**src/rtl/sprite_walker_if.sv**
```systemverilog
// rtl/sprite_walker_if.sv - signal bundle between the sprite walker and its neighbours
//
// Purpose: groups the frame tick, keyboard, VGA pixel coordinates and the
// sprite outputs into one bundle.
// Ports (as modport views):
//   master : drives frame_clk, keycode, move_en, DrawX, DrawY;
//            observes is_sprite, sprite_address, frame_sel, facing, moving, pos_x, pos_y
//   slave  : the sprite walker side (directions reversed)
interface sprite_walker_if;
   logic        frame_clk;
   logic [7:0]  keycode;
   logic        move_en;
   logic [9:0]  DrawX;
   logic [9:0]  DrawY;
   logic        is_sprite;
   logic [19:0] sprite_address;
   logic [3:0]  frame_sel;
   logic [1:0]  facing;
   logic        moving;
   logic [9:0]  pos_x;
   logic [9:0]  pos_y;

   modport master (
      output frame_clk, keycode, move_en, DrawX, DrawY,
      input  is_sprite, sprite_address, frame_sel, facing, moving, pos_x, pos_y
   );

   modport slave (
      input  frame_clk, keycode, move_en, DrawX, DrawY,
      output is_sprite, sprite_address, frame_sel, facing, moving, pos_x, pos_y
   );
endinterface

```
**src/rtl/sprite_walker.sv**
```systemverilog
// rtl/sprite_walker.sv - keyboard-driven sprite mover with facing, walk animation and hit test
//
// Purpose: moves a player sprite on the playfield once per frame tick from the
// current keycode, clamped to [X_MIN..X_MAX] x [Y_MIN..Y_MAX], tracks facing
// direction and walk-cycle frame, and produces a registered hit flag and
// sprite ROM address for the pixel presented on the previous Clk.
// Ports:
//   Clk     : system clock
//   Reset_n : asynchronous active-low reset
//   bus     : sprite_walker_if.slave (frame_clk, keycode, move_en, DrawX, DrawY in;
//             is_sprite, sprite_address, frame_sel, facing, moving, pos_x, pos_y out)
module sprite_walker #(
   parameter int unsigned SPR_W       = 38,
   parameter int unsigned SPR_H       = 58,
   parameter int unsigned X_INIT      = 0,
   parameter int unsigned Y_INIT      = 0,
   parameter int unsigned X_MIN       = 0,
   parameter int unsigned X_MAX       = 602,
   parameter int unsigned Y_MIN       = 0,
   parameter int unsigned Y_MAX       = 422,
   parameter int unsigned STEP        = 1,
   parameter int unsigned ANIM_DIV    = 8,
   parameter int unsigned WALK_FRAMES = 2,
   parameter logic [7:0]  KEY_UP      = 8'd26,
   parameter logic [7:0]  KEY_LEFT    = 8'd4,
   parameter logic [7:0]  KEY_DOWN    = 8'd22,
   parameter logic [7:0]  KEY_RIGHT   = 8'd7
) (
   input logic           Clk,
   input logic           Reset_n,
   sprite_walker_if.slave bus
);

   typedef enum logic [1:0] {
      FACE_DOWN  = 2'd0,
      FACE_UP    = 2'd1,
      FACE_LEFT  = 2'd2,
      FACE_RIGHT = 2'd3
   } facing_e;

   localparam int unsigned AW = (ANIM_DIV > 1) ? $clog2(ANIM_DIV) : 1;
   localparam logic [AW-1:0] ANIM_LAST = AW'(ANIM_DIV - 1);
   localparam logic [3:0]    WALK_LAST = 4'(WALK_FRAMES - 1);
   localparam logic [3:0]    WALK_N    = 4'(WALK_FRAMES);

   // All bound arithmetic is done 11 bits wide so nothing wraps at 0 or 1023.
   localparam logic [10:0] STEP11  = 11'(STEP);
   localparam logic [10:0] X_LO11  = 11'(X_MIN + STEP);
   localparam logic [10:0] Y_LO11  = 11'(Y_MIN + STEP);
   localparam logic [10:0] X_MAX11 = 11'(X_MAX);
   localparam logic [10:0] Y_MAX11 = 11'(Y_MAX);
   localparam logic [10:0] SPR_W11 = 11'(SPR_W);
   localparam logic [10:0] SPR_H11 = 11'(SPR_H);

   logic          frame_clk_d_q;
   logic          tick;
   logic [9:0]    pos_x_q, pos_x_d;
   logic [9:0]    pos_y_q, pos_y_d;
   facing_e       facing_q, facing_d;
   logic          moving_q, moving_d;
   logic [AW-1:0] anim_cnt_q, anim_cnt_d;
   logic [3:0]    walk_idx_q, walk_idx_d;
   logic          is_sprite_q, is_sprite_d;
   logic [19:0]   addr_q, addr_d;

   logic [10:0]   x11, y11, dx11, dy11;
   logic [10:0]   x_dec, x_inc, y_dec, y_inc;
   logic [9:0]    off_x, off_y;

   assign tick = bus.frame_clk & ~frame_clk_d_q;

   assign x11   = {1'b0, pos_x_q};
   assign y11   = {1'b0, pos_y_q};
   assign x_dec = x11 - STEP11;
   assign x_inc = x11 + STEP11;
   assign y_dec = y11 - STEP11;
   assign y_inc = y11 + STEP11;

   // Motion and facing: applied on the same tick the key is seen.
   always_comb begin
      pos_x_d  = pos_x_q;
      pos_y_d  = pos_y_q;
      facing_d = facing_q;
      if (tick && bus.move_en) begin
         if (bus.keycode == KEY_UP) begin
            facing_d = FACE_UP;
            pos_y_d  = (y11 < Y_LO11) ? 10'(Y_MIN) : y_dec[9:0];
         end else if (bus.keycode == KEY_DOWN) begin
            facing_d = FACE_DOWN;
            pos_y_d  = (y_inc > Y_MAX11) ? 10'(Y_MAX) : y_inc[9:0];
         end else if (bus.keycode == KEY_LEFT) begin
            facing_d = FACE_LEFT;
            pos_x_d  = (x11 < X_LO11) ? 10'(X_MIN) : x_dec[9:0];
         end else if (bus.keycode == KEY_RIGHT) begin
            facing_d = FACE_RIGHT;
            pos_x_d  = (x_inc > X_MAX11) ? 10'(X_MAX) : x_inc[9:0];
         end
      end
   end

   // Walk cycle runs only while the position actually changes; a blocked or
   // idle tick drops back to the standing pose.
   always_comb begin
      moving_d   = moving_q;
      anim_cnt_d = anim_cnt_q;
      walk_idx_d = walk_idx_q;
      if (tick) begin
         moving_d = (pos_x_d != pos_x_q) || (pos_y_d != pos_y_q);
         if (moving_d) begin
            if (anim_cnt_q == ANIM_LAST) begin
               anim_cnt_d = '0;
               walk_idx_d = (walk_idx_q == WALK_LAST) ? 4'd0 : walk_idx_q + 4'd1;
            end else begin
               anim_cnt_d = anim_cnt_q + 1'b1;
            end
         end else begin
            anim_cnt_d = '0;
            walk_idx_d = 4'd0;
         end
      end
   end

   // Hit test against the current (pre-tick) position.
   assign dx11  = {1'b0, bus.DrawX};
   assign dy11  = {1'b0, bus.DrawY};
   assign off_x = bus.DrawX - pos_x_q;
   assign off_y = bus.DrawY - pos_y_q;

   always_comb begin
      is_sprite_d = (dx11 >= x11) && (dx11 < x11 + SPR_W11) &&
                    (dy11 >= y11) && (dy11 < y11 + SPR_H11);
      addr_d      = is_sprite_d ? (20'(off_y) * 20'(SPR_W) + 20'(off_x)) : 20'd0;
   end

   always_ff @(posedge Clk or negedge Reset_n) begin
      if (!Reset_n) begin
         frame_clk_d_q <= 1'b0;
         pos_x_q       <= 10'(X_INIT);
         pos_y_q       <= 10'(Y_INIT);
         facing_q      <= FACE_DOWN;
         moving_q      <= 1'b0;
         anim_cnt_q    <= '0;
         walk_idx_q    <= 4'd0;
         is_sprite_q   <= 1'b0;
         addr_q        <= 20'd0;
      end else begin
         frame_clk_d_q <= bus.frame_clk;
         pos_x_q       <= pos_x_d;
         pos_y_q       <= pos_y_d;
         facing_q      <= facing_d;
         moving_q      <= moving_d;
         anim_cnt_q    <= anim_cnt_d;
         walk_idx_q    <= walk_idx_d;
         is_sprite_q   <= is_sprite_d;
         addr_q        <= addr_d;
      end
   end

   assign bus.is_sprite      = is_sprite_q;
   assign bus.sprite_address = addr_q;
   assign bus.frame_sel      = {2'b00, facing_q} * WALK_N + walk_idx_q;
   assign bus.facing         = facing_q;
   assign bus.moving         = moving_q;
   assign bus.pos_x          = pos_x_q;
   assign bus.pos_y          = pos_y_q;

endmodule

```
**src/flat_wrapper.sv**
```systemverilog
// flat-port wrapper written by rule: the top's interface ports become plain ports
module sprite_walker_flat 
#(
   parameter int unsigned SPR_W       = 38,
   parameter int unsigned SPR_H       = 58,
   parameter int unsigned X_INIT      = 0,
   parameter int unsigned Y_INIT      = 0,
   parameter int unsigned X_MIN       = 0,
   parameter int unsigned X_MAX       = 602,
   parameter int unsigned Y_MIN       = 0,
   parameter int unsigned Y_MAX       = 422,
   parameter int unsigned STEP        = 1,
   parameter int unsigned ANIM_DIV    = 8,
   parameter int unsigned WALK_FRAMES = 2,
   parameter logic [7:0]  KEY_UP      = 8'd26,
   parameter logic [7:0]  KEY_LEFT    = 8'd4,
   parameter logic [7:0]  KEY_DOWN    = 8'd22,
   parameter logic [7:0]  KEY_RIGHT   = 8'd7
)
  (Clk, Reset_n, bus_frame_clk, bus_keycode, bus_move_en, bus_DrawX, bus_DrawY, bus_is_sprite, bus_sprite_address, bus_frame_sel, bus_facing, bus_moving, bus_pos_x, bus_pos_y);
  sprite_walker_if bus_i ();
  input logic Clk;
  input logic Reset_n;
  input wire logic [$bits(bus_i.frame_clk)-1:0] bus_frame_clk;
  input wire logic [$bits(bus_i.keycode)-1:0] bus_keycode;
  input wire logic [$bits(bus_i.move_en)-1:0] bus_move_en;
  input wire logic [$bits(bus_i.DrawX)-1:0] bus_DrawX;
  input wire logic [$bits(bus_i.DrawY)-1:0] bus_DrawY;
  output wire logic [$bits(bus_i.is_sprite)-1:0] bus_is_sprite;
  output wire logic [$bits(bus_i.sprite_address)-1:0] bus_sprite_address;
  output wire logic [$bits(bus_i.frame_sel)-1:0] bus_frame_sel;
  output wire logic [$bits(bus_i.facing)-1:0] bus_facing;
  output wire logic [$bits(bus_i.moving)-1:0] bus_moving;
  output wire logic [$bits(bus_i.pos_x)-1:0] bus_pos_x;
  output wire logic [$bits(bus_i.pos_y)-1:0] bus_pos_y;
  assign bus_i.frame_clk = bus_frame_clk;
  assign bus_i.keycode = bus_keycode;
  assign bus_i.move_en = bus_move_en;
  assign bus_i.DrawX = bus_DrawX;
  assign bus_i.DrawY = bus_DrawY;
  assign bus_is_sprite = bus_i.is_sprite;
  assign bus_sprite_address = bus_i.sprite_address;
  assign bus_frame_sel = bus_i.frame_sel;
  assign bus_facing = bus_i.facing;
  assign bus_moving = bus_i.moving;
  assign bus_pos_x = bus_i.pos_x;
  assign bus_pos_y = bus_i.pos_y;
  sprite_walker #(.SPR_W(SPR_W), .SPR_H(SPR_H), .X_INIT(X_INIT), .Y_INIT(Y_INIT), .X_MIN(X_MIN), .X_MAX(X_MAX), .Y_MIN(Y_MIN), .Y_MAX(Y_MAX), .STEP(STEP), .ANIM_DIV(ANIM_DIV), .WALK_FRAMES(WALK_FRAMES), .KEY_UP(KEY_UP), .KEY_LEFT(KEY_LEFT), .KEY_DOWN(KEY_DOWN), .KEY_RIGHT(KEY_RIGHT)) u_core (.Clk(Clk), .Reset_n(Reset_n), .bus(bus_i));
endmodule
```
**config.mk**
```make
export PLATFORM = sky130hd
export DESIGN_NAME = sprite_walker_flat
export DESIGN_NICKNAME = d
export VERILOG_FILES = /design/src/rtl/sprite_walker_if.sv /design/src/rtl/sprite_walker.sv /design/src/flat_wrapper.sv
export SDC_FILE = /design/constraint.sdc
export NUM_CORES = 1
export LEC_CHECK = 0
export ABC_AREA = 1
export BUFFER_PORTS_ARGS = -buffer_cell sky130_fd_sc_hd__buf_2
export CAP_MARGIN = 10
export CELL_PAD_IN_SITES_DETAIL_PLACEMENT = 1
export CELL_PAD_IN_SITES_GLOBAL_PLACEMENT = 1
export CORE_UTILIZATION = 47
export CTS_BUF_LIST = sky130_fd_sc_hd__clkbuf_2 sky130_fd_sc_hd__clkbuf_4 sky130_fd_sc_hd__clkbuf_8
export CTS_CLUSTER_SIZE = 30
export DETAILED_ROUTE_END_ITERATION = 12
export PLACE_DENSITY_LB_ADDON = 0.05
export SYNTH_ARGS = -nofsm -noshare
export SYNTH_HDL_FRONTEND = slang
export SYNTH_SLANG_ARGS = --single-unit
```
**constraint.sdc**
```tcl
create_clock -name Clk -period 7.65 [get_ports Clk]
set_input_delay 1.53 -clock Clk [delete_from_list [all_inputs] [get_ports Clk]]
set_output_delay 1.53 -clock Clk [all_outputs]
set_load 0.02 [all_outputs]
```
Yosys cells after proc, flatten, opt, wreduce, memory -nomap -nowiden

Cells that the tools add are included.

Memories: 0
Register bits after elaboration: 52
Memory bits (writable): 0
Output and inout bits: 48
Word-level logic and storage cells: 71
Latch bits: 0
Bits in read-only memories: 0
Input port bits: 32

Multiplexer cells: 22
Reductions and logical operators: 8
Bitwise gates (word level): 2
Add/sub/neg operators: 12
Div/mod/pow operators: 0
Shift operators: 0
Equality and inequality tests: 9
Multipliers: 1
Order comparisons: 8

Operators with widths:

| kind                                                                   | number |
|---|---|
| 10-bit 2-to-1 mux                                                      | 12 |
| 10-bit by 1-bit adder with 11-bit output, second input constant        | 2 |
| 10-bit by 6-bit adder with 11-bit output, second input constant        | 2 |
| 10-bit by 11-bit < comparator with 1-bit output                        | 2 |
| 10-bit >= comparator                                                   | 2 |
| 10-bit by 1-bit < comparator with 1-bit output, second input constant  | 2 |
| 20-bit 2-to-1 mux                                                      | 1 |
| 10-bit inequality test                                                 | 2 |
| 10-bit by 1-bit subtractor with 10-bit output, second input constant   | 2 |
| 10-bit subtractor                                                      | 2 |
| 16-bit by 10-bit adder with 17-bit output                              | 1 |
| 8-bit by 3-bit equality test with 1-bit output, second input constant  | 2 |
| 8-bit by 5-bit equality test with 1-bit output, second input constant  | 2 |
| 10-bit by 5-bit multiplier with 15-bit output, second input constant   | 1 |
| 4-bit 2-to-1 mux                                                       | 3 |
| 11-bit by 10-bit > comparator with 1-bit output, second input constant | 1 |
| 11-bit by 9-bit > comparator with 1-bit output, second input constant  | 1 |
| 2-bit 2-to-1 mux                                                       | 4 |
| 3-bit 2-to-1 mux                                                       | 2 |
| 3-bit by 4-bit adder with 4-bit output                                 | 1 |
| 4-bit by 1-bit adder with 4-bit output, second input constant          | 1 |
| 4-bit by 1-bit equality test with 1-bit output, second input constant  | 1 |
| 1-bit logical AND                                                      | 4 |
| 2-bit AND reduction                                                    | 2 |
| 7 further kinds                                                        | 7 |

Logic depth before layout (Yosys ltp)

Gate-level depths: netlist of run 1.

Depth in word-level cells: 12
Depth in mapped cells: 34
Mapped depth without buffers: 34

Worst setup path after synthesis of run 1

OpenSTA, ideal clock, no wires.

Path type: input -> register
Start: in bus_DrawY[0]
End: reg u_core.addr_q[14], in the netlist u_core.bus.sprite_address[14]
Data arrival time: 5.628 ns
Path slack: 1.906 ns
Buffers on the path: 0
Setup time: 0.117 ns
Data required time: 7.533 ns
Stages: 32
Cells stage by stage: inv_1 > ha_1 > inv_1 > fa_1 > nand3_1 > nand2_1 > a21oi_1 > nand2_1 > nand2_1 > inv_1 > ha_1 > inv_1 > fa_1 > inv_1 > ha_1 > a21oi_1 > o21ai_0 > xor2_1 > ha_1 > nand2_1 > nor3_1 > nand3_1 > o2111ai_1 > inv_1 > nor2_1 > nand2_1 > inv_1 > nand2_1 > inv_1 > nand2_1 > nor2_1 > nor2_1

Word-level cells in the longest chain between the ends: 4
Elaborated cells on any way between the ends: 8
Classes of those cells: add/sub (2); mul (1); order compare (2); mux (1); reduce/logical (2)

Ends and longest elaborated chain:

| element                                                                            | RTL line                                   | text |
|---|---|---|
| start, declared                                                                    | flat_wrapper.sv:28                         | `input wire logic [$bits(bus_i.DrawY)-1:0] bus_DrawY;` |
| 10-bit subtractor or 10-bit >= comparator (tied branches)                          | sprite_walker.sv:127, sprite_walker.sv:131 |  |
| 10-bit by 5-bit multiplier with 15-bit output or 1-bit logical AND (tied branches) | sprite_walker.sv:132, sprite_walker.sv:130 |  |
| 16-bit by 10-bit adder with 17-bit output or 1-bit logical AND (tied branches)     | sprite_walker.sv:132, sprite_walker.sv:131 |  |
| 20-bit 2-to-1 mux *                                                                | sprite_walker.sv:132                       | `addr_d = is_sprite_d ? (20'(off_y) * 20'(SPR_W) + 20'(off_x)) : 20'd0;` |
| net u_core.addr_d[14]                                                              | sprite_walker.sv:64                        | `logic [19:0] addr_q, addr_d;` |
| end signal, assigned                                                               | sprite_walker.sv:155                       | `addr_q <= addr_d;` |
| end, declared                                                                      | sprite_walker.sv:64                        |  |

The timed path passes the listed nets; every way through them passes the cells marked *.
A chain may end at the register's enable or synchronous reset.

Worst setup path in the final report of run 1

Same ends and word-level chain as after synthesis.

==> results of run 1 <==
sequential cells by signal, summed over array words and instances (netlist names):
name and cells:
u_core.bus.pos_x 10, u_core.anim_cnt_q 3, u_core.bus.sprite_address 17, u_core.frame_clk_d_q 1
u_core.bus.is_sprite 1, u_core.bus.facing 2, u_core.walk_idx_q 4, u_core.bus.pos_y 10
u_core.bus.moving 1
worst max-delay path, delay by kind of cell:
kind,cells,cell delay (ns)
adders and majority gates,6,2.03
and+or+nand+nor,13,1.30
xor gates and xnor gates,1,0.18
buffers and inverters,9,0.64
AOI/OAI and AO/OA,4,0.63
cells in the mapped netlist (5+ instances only):
library cell | count | share of area
inv_2 | 7 | 0.0040
buf_2 | 7 | 0.0053
buf_4 | 7 | 0.0080
xor2_1 | 41 | 0.054
nor2_1 | 111 | 0.063
nor2_4 | 7 | 0.012
fa_1 | 9 | 0.027
nand2_2 | 13 | 0.012
nor3_1 | 9 | 0.0068
nor2_2 | 6 | 0.0057
inv_1 | 137 | 0.078
nand3_1 | 80 | 0.061
o21ai_0 | 35 | 0.027
nand2_1 | 228 | 0.13
o21bai_1 | 6 | 0.0068
a21oi_1 | 63 | 0.048
ha_1 | 87 | 0.16
nand2_4 | 5 | 0.0085
dfrtp_1 | 49 | 0.19
xnor2_1 | 11 | 0.015
nand4_1 | 20 | 0.019
power by group through the flow:
| stage | Sequential [mW] | Clock, mW | Combinational (mW) |
|---|---|---|---|
| after floorplan | 0.403 | 0 | 1.85 |
| after global placement | 0.398 | 0 | 2.32 |
| after detailed placement | 0.400 | 0 | 2.42 |
| after CTS | 0.395 | 0.183 | 2.45 |
| after global routing | 0.404 | 0.189 | 2.77 |
| final | 0.395 | 0.182 | 2.43 |
metal layers:
layer,vias up,GRT usage,wire length [um]
li1,3300,-,-
met1,3201,0.3678,9068
met2,128,0.5043,9727
met3,33,0.04387,852
met4,0,0.08102,425
met5,-,0,0
cell type report:
type                       instances  area, um^2
clock buffer                       6       76.32
clock inverter                     2       15.01
fill                            1902        6314
inverter                         146       548.0
multi-input combinational        771        4666
sequential                        49        1226
tap                              176       220.2
timing repair buffer              77       387.9
how the worst min path moves through the flow:
stage                               startpoint                   end  slack (ns)  cells after the start
after detailed placement  u_core.anim_cnt_q[1]  u_core.anim_cnt_q[1]        0.48                      2
after global placement    u_core.anim_cnt_q[1]  u_core.anim_cnt_q[1]        0.47                      2
after CTS                 u_core.anim_cnt_q[1]  u_core.anim_cnt_q[1]        0.51                      2
final                     u_core.anim_cnt_q[1]  u_core.anim_cnt_q[1]        0.51                      2
after floorplan           u_core.anim_cnt_q[1]  u_core.anim_cnt_q[1]        0.45                      2
after global routing      u_core.anim_cnt_q[2]  u_core.anim_cnt_q[2]        0.55                      2
metrics by stage:
stage | utilization | power, mW | instances | cell area (um^2)
2_1_floorplan | - | 2.251 | 990 | 6620
4_1_cts | 0.5307 | 3.029 | 1227 | 7139
3_5_place_dp | 0.5239 | 2.819 | 1219 | 7048
3_3_place_gp | 0.5239 | 2.715 | 1219 | 7048
5_1_grt | 0.5307 | 3.360 | 1227 | 7139
6_report | 0.5307 | 3.010 | 1227 | 7139
logic make-up after synthesis:
| kind of cell | count (synthesis) | share of synthesized area |
|---|---|---|
| DFF | 49 | 0.1855 |
| adders and majority gates | 96 | 0.1920 |
| xor gates and xnor gates | 52 | 0.06891 |
| buffers and inverters | 170 | 0.1102 |
| other | 1 | 0.0005674 |
| and+or+nand+nor | 492 | 0.3349 |
| AOI/OAI and AO/OA | 127 | 0.1079 |
==> metrics.md, run 1 <==
| Metric | Value |
|---|---|
| Status | `finished, final reports clean` |
| Crit start category | `input pin` |
| Unrepaired setup endpoints after global routing | `no` |
| Cell area after synthesis | `0.006609 mm^2` |
| Total of max-cap violations | `0` |
| Yosys warning total | `0` |
| Post-route setup TNS | `0 ns` |
| Max-slew violations | `0` |
| R2R Path End | `u_core.bus.sprite_address[14]` |
| Cts hold-fix bufs | `0` |
| Setup bufs post-CTS | `0` |
| Clock Path Buffers | `2` |
| #FFs+latches synth | `49` |
| CP Data Required Time | `7.88 ns` |
| DRC Markers | `0` |
| Worst vdd ir | `0.0002422 V` |
| Clk sinks | `49` |
| H-Tree Depth | `2` |
| Worst setup margin | `1.579 ns` |
| Post-synth EDFFs | `0` |
| Final min period | `6.071 ns` |
| Die area | `0.01454 mm^2` |
| CP Launch Point | `bus_DrawY[0]` |
| Slew HR | `0.5125` |
| Reg2reg start | `u_core.bus.pos_y[3]` |
| Initial antenna violation count | `0` |
| Gate power share | `0.808` |
| Post-synth cell types | `48` |
| Initial Util | `0.4913` |
| Power per cell area | `421.5 mW/mm^2` |
| CP Data Arrival Time | `6.30 ns` |
| Diode count | `0` |
| Worst reg-to-reg setup slack | `2.02 ns` |
| WL/cell | `16.36 um` |
| Ys flop type | `dfrtp_1` |
| Largest net degree at the start of global routing | `50` |
| Num CTS Buffers | `5` |
| Clock latency on the worst-skew pair | `0.34 ns` |
| Worst Setup EP | `u_core.bus.sprite_address[14]` |
| Crit path top cell by count | `inv_1` |
| I/O pin cnt | `80` |
| Sequential power share | `0.131` |
| Antenna-violating nets left | `0` |
| CTS tree | `done` |
| Fraction of registers with async set/reset | `1.000` |
| Row count | `42` |
| Setup Crit Path Kind | `input pin to flop` |
| Die Width | `120.6 um` |
| Setup crit end kind | `flop` |
| Max Freq | `164.7 MHz` |
| Root buf cell | `clkbuf_8` |
| Final Cycle Share | `0.7936` |
| Tightest Pin Transition | `0.7312 ns` |
| Final hold vios | `0` |
| Layout Nets | `1178` |
| Worst-path fanout max | `4` |
| Syn-to-layout area delta | `8.027%` |
| Leakage power | `3.948 nW` |
| Vias in the first global route | `6951` |
| PortBufs | `76` |
| Sw Share | `0.5731` |
| Avg Cell Area, Syn | `6.696 um^2` |
| Via density per instance | `5.430` |
| Reg clk slew, reported paths | `0.11 ns` |
| CP max stage delay | `0.50 ns` |
| HPWL after DPL | `16410 um` |
| Leading cell type in the layout, fill and taps excluded | `nand2_1` |
| Total Wirelength | `20070 um` |
| FF-to-FF path depth | `31` |
| Skew final | `0.01384 ns` |
| Slowest CP cell | `fa_1` |
| Die Height | `120.6 um` |
| GRT Total Usage | `0.2889` |
| Gr ovfl total | `0` |
| Post-CTS sizing | `0` |
| First-pass iteration count of the detailed router | `8` |
| Gpl congestion | `0.9161` |
| CORE AREA | `0.01345 mm^2` |
| Cell count after synthesis | `987` |
| Clk pwr share | `0.060` |
| P_int | `1.285 mW` |
| Share of cells above drive strength 1 | `0.1265` |
| Most frequent cells in the layout | `nand2_1, inv_1, nor2_1, ha_1, nand3_1` |
| Routed vias | `6662` |
| Final Setup Violations | `0` |
| HP Class | `flop to flop` |
| Post-synthesis sequential area ratio | `0.1855` |
| Switching power | `1.725 mW` |
| Post-placement worst setup slack | `1.277 ns` |
| Min Hold Slack | `0.5085 ns` |
| First-pass GRT wire length | `33380 um` |
| DR iter-0 viols | `281` |
Note: power is estimated with default switching activity, not from simulation.
==> run 2: changes to the inputs <==
--- a/config.mk
+++ b/config.mk
@@ -10,7 +10,7 @@
 export CAP_MARGIN = 10
 export CELL_PAD_IN_SITES_DETAIL_PLACEMENT = 1
 export CELL_PAD_IN_SITES_GLOBAL_PLACEMENT = 1
-export CORE_UTILIZATION = 47
+export CORE_UTILIZATION = 40
 export CTS_BUF_LIST = sky130_fd_sc_hd__clkbuf_2 sky130_fd_sc_hd__clkbuf_4 sky130_fd_sc_hd__clkbuf_8
 export CTS_CLUSTER_SIZE = 30
 export DETAILED_ROUTE_END_ITERATION = 12
==> constraint.sdc (replaced) <==
create_clock -name Clk -period 5.35 [get_ports Clk]
set_input_delay 1.07 -clock Clk [delete_from_list [all_inputs] [get_ports Clk]]
set_output_delay 1.07 -clock Clk [all_outputs]
set_load 0.02 [all_outputs]
==> metrics.md, run 2 (same netlist as run 1, synthesis figures left out) <==
| Metric | Value |
|---|---|
| Final min period | `5.110 ns` |
| Final Setup Violations | `0` |
| Total Wirelength | `21210 um` |
| Final Cycle Share | `0.9552` |
| Initial Util | `0.4130` |
| R2R Path End | `u_core.bus.sprite_address[14]` |
| WL/cell | `16.21 um` |
| HP Class | `flop to flop` |
| HPWL after DPL | `16830 um` |
| Max-slew violations | `0` |
| Fin area | `0.007631 mm^2` |
| Reg clk slew, reported paths | `0.12 ns` |
| Die Height | `130.5 um` |
| Die Width | `130.5 um` |
| Status | `finished, final reports clean` |
| Worst hold start | `u_core.anim_cnt_q[1]` |
| H-Tree Depth | `2` |
| Clk sinks | `49` |
| Die area | `0.01704 mm^2` |
| Overall Power | `5.239 mW` |
| Share of cells above drive strength 1 | `0.1747` |
| Most frequent cells in the layout | `nand2_1, inv_1, nor2_1, ha_1, nand3_1` |
| Via density per instance | `5.061` |
| Worst reg-to-reg setup slack | `0.54 ns` |
| Largest net degree at the start of global routing | `50` |
| Leakage power | `4.180 nW` |
| DR iter-0 viols | `238` |
| Num CTS Buffers | `5` |
| Worst vdd ir | `0.0004806 V` |
| Antenna-violating nets left | `0` |
| Core Util, Final | `0.4769` |
| CORE AREA | `0.01600 mm^2` |
| Gpl congestion | `0.8542` |
| Inst Count DP | `1298` |
| Row count | `46` |
| First-pass GRT wire length | `33980 um` |
| Vias in the first global route | `6832` |
| Clock latency on the worst-skew pair | `0.34 ns` |
| FF-to-FF path depth | `31` |
| PortBufs | `76` |
| Final hold vios | `0` |
| CP Data Arrival Time | `5.34 ns` |
| Power per cell area | `686.6 mW/mm^2` |
| First-pass iteration count of the detailed router | `4` |
| Gr ovfl total | `0` |
| Initial antenna violation count | `0` |
| Worst Hold Path EP | `u_core.anim_cnt_q[1]` |
| Root buf cell | `clkbuf_8` |
| Tightest Pin Transition | `0.7247 ns` |
| Crit path top cell by count | `nand2_1` |
| Slew HR | `0.5168` |
| Hold path cells | `2` |
| Setup crit end kind | `flop` |
| Diode count | `0` |
| CP max stage delay | `0.50 ns` |
| Reg2reg start | `u_core.bus.pos_y[3]` |
| Max FFs per register | `17` |
| Cts hold-fix bufs | `0` |
| DRC Markers | `0` |
| CTS tree | `done` |
| Skew final | `0.01451 ns` |
| CP Data Required Time | `5.58 ns` |
| Clock Path Buffers | `2` |
| Worst-path fanout max | `4` |
| Leading cell type in the layout, fill and taps excluded | `nand2_1` |
| Setup Crit Path Kind | `input pin to flop` |
| Fin cells | `1309` |
| Max Freq | `195.7 MHz` |
| Syn-to-layout area delta | `15.47%` |
| Layout Nets | `1220` |
| Total of max-cap violations | `0` |
| I/O pin cnt | `80` |
| Slowest CP cell | `fa_1` |
| Crit start category | `input pin` |
| Placed instance area | `0.007391 mm^2` |
| GRT Total Usage | `0.2574` |
| Routed vias | `6625` |
| Min Hold Slack | `0.5121 ns` |
[run 2: cell count changes in the layout (fill, tap and decap cells not counted), moves of 2 or more]
cell        previous run  this run
a21oi_1               63        59
clkinvlp_4             2         0
nor3_1                 9         7
xor2_2                 0         2
xor2_1                41        39
ha_4                   0         3
a21oi_2                0         4
buf_4                  1        43
inv_6                  0         2
ha_1                  87        84
[run 2: power by group]
| group | switching (mW) | internal [mW] |
|---|---|---|
| Combinational | 2.50 | 1.89 |
| Clock | 0.164 | 0.143 |
| Sequential | 0.0949 | 0.446 |
| Total | 2.76 | 2.48 |
[run 2: metrics by stage]
step                      TNS (ns)  setup slack (ns)
after floorplan                  0           0.06569
after global placement     -0.1478           -0.1038
after detailed placement   -0.7650           -0.3259
after CTS                        0           0.05046
after global routing      -0.08113          -0.06926
final                            0            0.2397
[run 2: per-layer routing]
metal	vias up	share of wire	global-route usage
li1	3383	-	-
met1	3137	0.47	0.3409
met2	87	0.49	0.4556
met3	18	0.029	0.02362
met4	0	0.013	0.05003
met5	-	0	0
[run 2: layout make-up]
type	count	area (um^2)
timing repair buffer	119	703.2
sequential	49	1226
clock buffer	5	68.82
clock inverter	3	47.55
multi-input combinational	771	4767
inverter	146	548.0
tap	216	270.3
fill	2183	8369
[run 2: worst max-delay path by stage]
stage / start / to / depth (start not counted)
final: bus_DrawY[0] / u_core.bus.sprite_address[14] / 34
after global routing: bus_DrawY[0] / u_core.bus.sprite_address[14] / 34
after CTS: bus_DrawY[0] / u_core.bus.sprite_address[14] / 33
after detailed placement: bus_DrawY[0] / u_core.bus.sprite_address[14] / 33
after global placement: bus_DrawY[0] / u_core.bus.sprite_address[14] / 33
after floorplan: bus_DrawY[0] / u_core.bus.sprite_address[14] / 32
[run 2: critical path: cells and delay by family]
| family | cells | cell delay [ns] |
|---|---|---|
| buffers and inverters | 11 | 0.85 |
| adder cells (fa/ha/maj) | 6 | 1.82 |
| AO/OA/AOI/OAI | 4 | 0.65 |
| AND/OR/NAND/NOR | 12 | 0.80 |
| XOR/XNOR | 1 | 0.17 |
[run 2: what timing repair did]
action | in CTS | in global routing
setup endpoints to repair | 1 | 4
setup buffers | 0 | 3
resized for setup | 2 | 17
pin swaps | 0 | 10
gates cloned | 0 | 0
